File: config.mk
export PLATFORM = sky130hd
export DESIGN_NAME = alu_addsub_serial
export DESIGN_NICKNAME = d
export VERILOG_FILES = /design/src/rtl/alu_addsub_serial.sv
export SDC_FILE = /design/constraint.sdc
export NUM_CORES = 1
export LEC_CHECK = 0
export CORE_UTILIZATION = 51
export DETAILED_ROUTE_END_ITERATION = 10
export HOLD_SLACK_MARGIN = 0.05
export MAX_ROUTING_LAYER = met4
export PLACE_DENSITY = 0.85
export SKIP_LAST_GASP = 1
export SLEW_MARGIN = 15
export SYNTH_ARGS = -nofsm -noshare
export SYNTH_HDL_FRONTEND = slang
export SYNTH_SLANG_ARGS = --single-unit
File: constraint.sdc
create_clock -name clock -period 3.5 [get_ports clock]
set_input_delay 0.35 -clock clock [delete_from_list [all_inputs] [get_ports clock]]
set_output_delay 0.35 -clock clock [all_outputs]
set_load 0.05 [all_outputs]
File: src/rtl/alu_addsub_serial.sv
// Multi-cycle add/subtract unit: one SLICE-bit carry-select slice per clock, LSB slice first.
// Slice carry is chained through a register; carry-out and signed overflow come from the top slice.
//
// state | meaning
// IDLE  | waiting for start
// RUN   | one slice per edge, idx selects the result slice being written
// DONE  | one-cycle result-valid pulse; a new start may be accepted here
module alu_addsub_serial #(
    parameter int WIDTH = 32,
    parameter int SLICE = 8
) (
    input  logic             clock,
    input  logic             resetn,
    input  logic             start,
    input  logic [WIDTH-1:0] data_operandA,
    input  logic [WIDTH-1:0] data_operandB,
    input  logic             sub,
    output logic             busy,
    output logic             done,
    output logic [WIDTH-1:0] data_result,
    output logic             cout,
    output logic             overflow
);

    localparam int N     = WIDTH / SLICE;
    localparam int IDX_W = (N > 1) ? $clog2(N) : 1;

    typedef enum logic [1:0] {
        IDLE = 2'd0,
        RUN  = 2'd1,
        DONE = 2'd2
    } state_t;

    state_t             state;
    logic [WIDTH-1:0]   op_a;
    logic [WIDTH-1:0]   op_b;
    logic               carry;
    logic [IDX_W-1:0]   idx;

    logic [SLICE-1:0]   sl_a;
    logic [SLICE-1:0]   sl_b;
    logic [SLICE:0]     sum_c0;
    logic [SLICE:0]     sum_c1;
    logic [SLICE:0]     sum_sel;
    logic [SLICE-1:0]   sl_s;
    logic               sl_cout;
    logic               sl_ovf;

    // Operands shift right each RUN cycle, so the active slice is always the low SLICE bits.
    assign sl_a    = op_a[SLICE-1:0];
    assign sl_b    = op_b[SLICE-1:0];
    assign sum_c0  = {1'b0, sl_a} + {1'b0, sl_b};
    assign sum_c1  = {1'b0, sl_a} + {1'b0, sl_b} + {{SLICE{1'b0}}, 1'b1};
    assign sum_sel = carry ? sum_c1 : sum_c0;
    assign sl_s    = sum_sel[SLICE-1:0];
    assign sl_cout = sum_sel[SLICE];
    assign sl_ovf  = (sl_a[SLICE-1] == sl_b[SLICE-1]) && (sl_s[SLICE-1] != sl_a[SLICE-1]);

    always_ff @(posedge clock or negedge resetn) begin
        if (!resetn) begin
            state       <= IDLE;
            op_a        <= '0;
            op_b        <= '0;
            carry       <= 1'b0;
            idx         <= '0;
            busy        <= 1'b0;
            done        <= 1'b0;
            data_result <= '0;
            cout        <= 1'b0;
            overflow    <= 1'b0;
        end else begin
            case (state)
                IDLE, DONE: begin
                    done <= 1'b0;
                    if (start) begin
                        op_a        <= data_operandA;
                        op_b        <= data_operandB ^ {WIDTH{sub}};
                        carry       <= sub;
                        idx         <= '0;
                        data_result <= '0;
                        cout        <= 1'b0;
                        overflow    <= 1'b0;
                        busy        <= 1'b1;
                        state       <= RUN;
                    end else begin
                        state <= IDLE;
                    end
                end
                RUN: begin
                    for (int i = 0; i < N; i++) begin
                        if (idx == IDX_W'(i)) data_result[i*SLICE +: SLICE] <= sl_s;
                    end
                    carry <= sl_cout;
                    idx   <= idx + 1'b1;
                    op_a  <= op_a >> SLICE;
                    op_b  <= op_b >> SLICE;
                    if (idx == IDX_W'(N-1)) begin
                        cout     <= sl_cout;
                        overflow <= sl_ovf;
                        busy     <= 1'b0;
                        done     <= 1'b1;
                        state    <= DONE;
                    end
                end
                default: begin
                    busy  <= 1'b0;
                    done  <= 1'b0;
                    state <= IDLE;
                end
            endcase
        end
    end

endmodule

==> run metrics, run 1 <==
Slew @ Worst Pin=0.879 ns; async set-reset flop share out of synthesis=100%; vias in the first global route=3998; Iteration-0 DRC Markers=272; M1 GR Usage=30.2%; Clock transition at path regs=0.10 ns; wire per inst=15.3 µm; Post-Syn Area=0.00497 mm²; Worst Hold Class=primary input to asynchronous set/reset pin; Remaining DRCs=0; Avg Cell Area, Syn=10.3 µm²; Critical Path AT=2.97 ns; Critical Path Fanout Max=5; H-tree depth=3; post-layout min period=2.70 ns; Final period util=77.0%; Post-DP Area=0.00611 mm²; M3 GR Usage=2.98%; GRT Total Usage=24.1%; vias per inst=5.56; die width=101 µm; area leader, netlist=dfrtp_1; first-pass GRT wire length=18600 µm; global route overflow=0; Initial Util=53.2%; Seq/Total Area, Yosys=52.4%; CTS tree=built; Ant. Diodes=0; RR Endpoint=overflow$_DFFE_PN0P_; CP top delay family=compound AO/OA/AOI/OAI gates; die height=101 µm; Critical Path Source Type=flip-flop; clk_lat worst skew=0.36 ns; PwrDens=978 mW/mm²; CTS Buf Count=9; Post-Place Cells=696; flop-to-flop setup slack=0.80 ns; Post-DP HPWL=8030 µm; max cap viols=0; TNS Setup=0 ns; root buffer cell=clkbuf_8; final slew viol count=0; post-synthesis adder-cell area fraction=3.68%; total wire length=10900 µm; PortBufs=103; Yosys warning total=0; most common cell after layout, fill and taps aside=nand2_1; post-synthesis mux area share=2.02%; hold-fix buffers at CTS=0; syn nets=566; layout cells sized above 1=7.55%; top cells by area, synth=dfrtp_1, nand2_1, xnor2_1, a221o_1, a22oi_1; predominant post-synthesis flop cell=dfrtp_1; Synth Area in Compound Gates=17.1%; unrepaired setup endpoints after global routing=false; Crit path buffers/inverters=0; Final Power=6180 µW; Slew headroom=41.4%; area share of the largest cell type after synthesis=52.4%; Synth-to-Final Area Change=27.2%; largest net degree at the start of global routing=72; CTS max path bufs=2; Peak Freq=371 MHz; Initial DRT Pass Iterations=5; type of the worst setup path=flip-flop to flip-flop; status=completed; simple-gate area share of the yosys netlist=15.0%; Placeable Area=0.00933 mm²; sequence of cells on the critical path=ha_1, fa_1, a211o_1, a2111oi_2, nand3b_2, nand4_4, xor3_1, o31ai_2; Required @ worst endpoint=3.77 ns; Distinct cells, synth=49; die area=0.0101 mm²; Synth Area in XOR/XNOR=7.53%; Max IR drop VDD=0.381 mV; final net count=660; fin area=0.00632 mm²; # setup viols final=0; slowest stage delay, CP=0.41 ns; postcts setup bufs=0; busiest layer in global routing=met2; cell with the largest stage delay on the worst path=dfrtp_1; Critical Path Sink Type=flip-flop; Max Clock Skew=0.0132 ns; cell count after synthesis=484; via count=3956; most frequent cells in the layout=nand2_1, dfrtp_1, clkdlybuf4s50_1; reg-to-reg startpoint=op_b[0]$_DFFE_PN0P_; GP Congestion=0.825; # clock sinks=104; Final ANT Viol Nets=0; PostCTS Resize Cnt=0; Row Count=35; P_leak=0.00284 µW; I/O pins=104; met2 usage=40.5%; Finished Layout Cells=712; register bit total from synthesis=104; initial antenna violation count=0; endpoints failing hold=0; EDFF count, synth=0; largest family of logic cells by synthesized area=compound AO/OA/AOI/OAI gates; path depth of the worst reg2reg path=8
synthesized netlist by cell type (2+ instances only):
| master | count |
|---|---|
| nor2_1 | 31 |
| a22oi_1 | 24 |
| xor2_1 | 4 |
| xnor2_1 | 36 |
| nand2_1 | 114 |
| ha_1 | 13 |
| a221o_1 | 24 |
| a21o_1 | 2 |
| a211o_1 | 2 |
| and2_1 | 2 |
| clkbuf_1 | 17 |
| a22o_1 | 9 |
| buf_1 | 9 |
| and4_1 | 2 |
| dfrtp_1 | 104 |
| o31ai_1 | 5 |
| o21ai_0 | 25 |
| nand3_1 | 8 |
| a21oi_1 | 9 |
| nand2b_1 | 2 |
| a211oi_1 | 2 |
| inv_1 | 5 |
| nor2b_1 | 2 |
| mux2_2 | 8 |
flip-flops by register name (all words and copies together), names as in the netlist:
name,cells
op_b,32
busy,1
op_a,32
state,2
carry,1
cout,1
idx,2
overflow,1
data_result,32
cell families (layout without fill, tap and decap cells):
kind of cell    after synthesis  count (layout)
simple gates                173             173
compound gates              112             112
flops                       104             104
xor+xnor                     41              41
buf+inv                      31             130
fa+ha+maj                    14              14
mux                           9               9
worst register-to-register path: cells and delay by family, from the launching register on:
family	cells	cell delay (ns)
xor gates and xnor gates	1	0.38
adders and majority gates	2	0.62
AOI/OAI and AO/OA	3	0.84
DFF	1	0.41
and+or+nand+nor	2	0.36
worst max path at each step:
stage	from	endpoint	slack (ns)	cells past startpoint
after CTS	op_b[0]$_DFFE_PN0P_	overflow$_DFFE_PN0P_	0.80	8
after global routing	op_b[0]$_DFFE_PN0P_	overflow$_DFFE_PN0P_	0.66	8
after global placement	op_a[0]$_DFFE_PN0P_	overflow$_DFFE_PN0P_	0.91	8
final	op_b[0]$_DFFE_PN0P_	overflow$_DFFE_PN0P_	0.80	8
after floorplan	op_a[0]$_DFFE_PN0P_	overflow$_DFFE_PN0P_	0.99	8
after detailed placement	op_a[0]$_DFFE_PN0P_	overflow$_DFFE_PN0P_	0.82	8
area by class of cell:
type,count,area [µm²]
fillers,740,3010
flip-flops and latches,104,2600
multi-input cells,349,2260
repair buffers,109,1070
well taps,129,161
clock buffers,12,155
clock inverters,4,52.6
inverters,5,18.8
stage by stage:
| stage | worst slack, ns | util (%) | hold WS (ns) |
|---|---|---|---|
| after floorplan | 0.990 | - | 0.0544 |
| final | 0.804 | 67.7 | 0.0911 |
| after detailed placement | 0.823 | 65.5 | 0.455 |
| after CTS | 0.804 | 67.7 | 0.127 |
| after global placement | 0.905 | 65.5 | 0.451 |
| after global routing | 0.660 | 67.7 | 0.164 |
where the power goes:
group	leakage (µW)	switching [µW]	internal, µW	total (µW)
clock network	0.0000948	400	370	770
logic	0.00141	2100	1290	3380
registers	0.00133	320	1710	2030
total	0.00284	2820	3360	6180
per-layer routing:
layer	share of wire (%)	vias to the layer above	wire (µm)
met3	4.8	17	519
met4	1.7	0	183
li1	-	1883	-
met1	44	1900	4790
met5	0	-	0
met2	50	156	5420
Note: power is estimated with default switching activity, not from simulation.
==> run 2: changes to the inputs <==
==> constraint.sdc (replaced) <==
create_clock -name clock -period 2.6 [get_ports clock]
set_input_delay 0.26 -clock clock [delete_from_list [all_inputs] [get_ports clock]]
set_output_delay 0.26 -clock clock [all_outputs]
set_load 0.05 [all_outputs]
==> run metrics, run 2 (synthesis gave the netlist of run 1 again) <==
flop-to-flop setup slack=0.10 ns (-0.70 ns); Initial Util=53.2% (unchanged); cell with the largest stage delay on the worst path=xnor2_1; Max IR drop VDD=0.556 mV (+46%); die area=0.0101 mm² (unchanged); Peak Freq=400 MHz (+7.9%); Post-DP Area=0.00613 mm² (+0.37%); most frequent cells in the layout=nand2_1, dfrtp_1, clkdlybuf4s50_1; post-layout min period=2.50 ns (-0.197 ns); final core area utilization=68.5% (+0.76 points); via count=3914 (-1.1%); Critical Path AT=2.77 ns (-0.20 ns); Worst Hold Class=primary input to asynchronous set/reset pin; clk_lat worst skew=0.36 ns (about the same); Final period util=96.1% (+19 points); P_leak=0.00288 µW (+1.6%); slowest stage delay, CP=0.45 ns (+0.04 ns); CTS tree=built; Post-DP HPWL=8010 µm (-0.25%); most common cell after layout, fill and taps aside=nand2_1; Max Clock Skew=0.0142 ns (+0.00105 ns); Top Registers=data_result: 32 flops, op_a: 32 flops, op_b: 32 flops; Ant. Diodes=0 (unchanged); routed wl met2=5380 µm (-0.79%); first-pass GRT wire length=18300 µm (-1.5%); GRT Total Usage=23.8% (-0.36 points); unrepaired setup endpoints after global routing=true; Placeable Area=0.00933 mm² (unchanged); fin area=0.00639 mm² (+1.1%); Row Count=35 (unchanged); wire per inst=15.3 µm (-0.16%); sequence of cells on the critical path=ha_1, a21oi_1, a211oi_1, nor2_1, xnor2_1, xor3_1, o31ai_2; Slew @ Worst Pin=0.996 ns (+0.117 ns); total wire length=11000 µm (+0.54%); H-tree depth=3 (unchanged); # setup viols final=0 (unchanged); die height=101 µm (unchanged); hold_ws=0.411 ns (+0.320 ns); vias per inst=5.46 (-1.8%); Initial DRT Pass Iterations=4 (-1); metal3 WL=442 µm (-15%); Iteration-0 DRC Markers=193 (-29%); Final ANT Viol Nets=0 (unchanged); max cap viols=0 (unchanged); PortBufs=103 (unchanged); final net count=666 (+0.91%); CTS Buf Count=9 (unchanged); Critical Path Source Type=flip-flop; endpoints failing hold=0 (unchanged); GP Congestion=0.847 (+2.7%); Slew headroom=33.4% (-8.0 points); I/O pins=104 (unchanged); final slew viol count=0 (unchanged); type of the worst setup path=flip-flop to flip-flop; Critical Path Fanout Max=4 (-1); met1 wire length=4950 µm (+3.3%); # clock sinks=104 (unchanged); CP top delay family=XOR/XNOR gates; global route overflow=0 (unchanged); CTS max path bufs=2 (unchanged); largest net degree at the start of global routing=57 (-21%); die width=101 µm (unchanged); PwrDens=1340 mW/mm² (+37%); vias in the first global route=3844 (-3.9%); Synth-to-Final Area Change=28.6%; Crit path buffers/inverters=0 (unchanged); initial antenna violation count=0 (unchanged); top sig layer=met4; Remaining DRCs=0 (unchanged); Clock transition at path regs=0.10 ns (about the same); Required @ worst endpoint=2.87 ns (-0.90 ns); status=completed; layout cells sized above 1=8.84% (+1.3 points); Critical Path Sink Type=flip-flop; root buffer cell=clkbuf_8
## run 2: power by group
group	leakage (µW)	switching, µW	internal (µW)
combinational	0.00144	2870	1880
clock	0.000109	526	536
sequential	0.00133	448	2300
total	0.00288	3840	4720
## run 2: repair_timing
action                                  4_1_cts  5_1_grt
endpoints found under the hold margin        40        0
endpoints found under the setup margin        1        7
pin swaps                                     2        1
setup buffers                                 1        1
gates resized for setup                       2        2
hold buffers                                  1        0
## run 2: worst reg2reg max path, stage by stage, from the launching register on
cell and delay (ns):
dfrtp_1 0.41, ha_1 0.37, a21oi_1 0.15, a211oi_1 0.31, nor2_1 0.10, xnor2_1 0.45
xor3_1 0.44, o31ai_2 0.18
## run 2: stage by stage
stage,std cells,worst slack (ns),total power (µW),setup TNS [ns]
after global routing,717,-0.0154,9160,-0.0229
after global placement,699,0.0378,7180,0
after detailed placement,699,-0.0272,7370,-0.0272
final,717,0.101,8560,0
after CTS,716,0.0838,8520,0
after floorplan,484,0.0904,6000,0
## run 2: path summary, 6_finish.rpt
path	startpoint	endpoint	cells past startpoint
setup / recovery	op_a[2]$_DFFE_PN0P_	overflow$_DFFE_PN0P_	7
hold / removal	resetn	op_a[3]$_DFFE_PN0P_	2
setup reg to reg	op_a[2]$_DFFE_PN0P_	overflow$_DFFE_PN0P_	7
hold reg to reg	data_result[8]$_DFFE_PN0P_	data_result[8]$_DFFE_PN0P_	2
max in group asynchronous	resetn	data_result[23]$_DFFE_PN0P_	3
min in group clock	data_result[8]$_DFFE_PN0P_	data_result[8]$_DFFE_PN0P_	2
## run 2: metal layers
layer / vias up / global-route usage [%]
li1: 1894 / -
met1: 1888 / 30.8
met2: 116 / 39.3
met3: 16 / 2.50
met4: 0 / 7.92
met5: - / -
## run 2: area by class of cell
| class | count | area [µm²] |
|---|---|---|
| timing repair buffer | 115 | 1120 |
| fill | 727 | 2940 |
| sequential | 104 | 2600 |
| clock buffer | 9 | 124 |
| clock inverter | 6 | 83.8 |
| tap | 129 | 161 |
| inverter | 5 | 18.8 |
| multi-input combinational | 349 | 2280 |
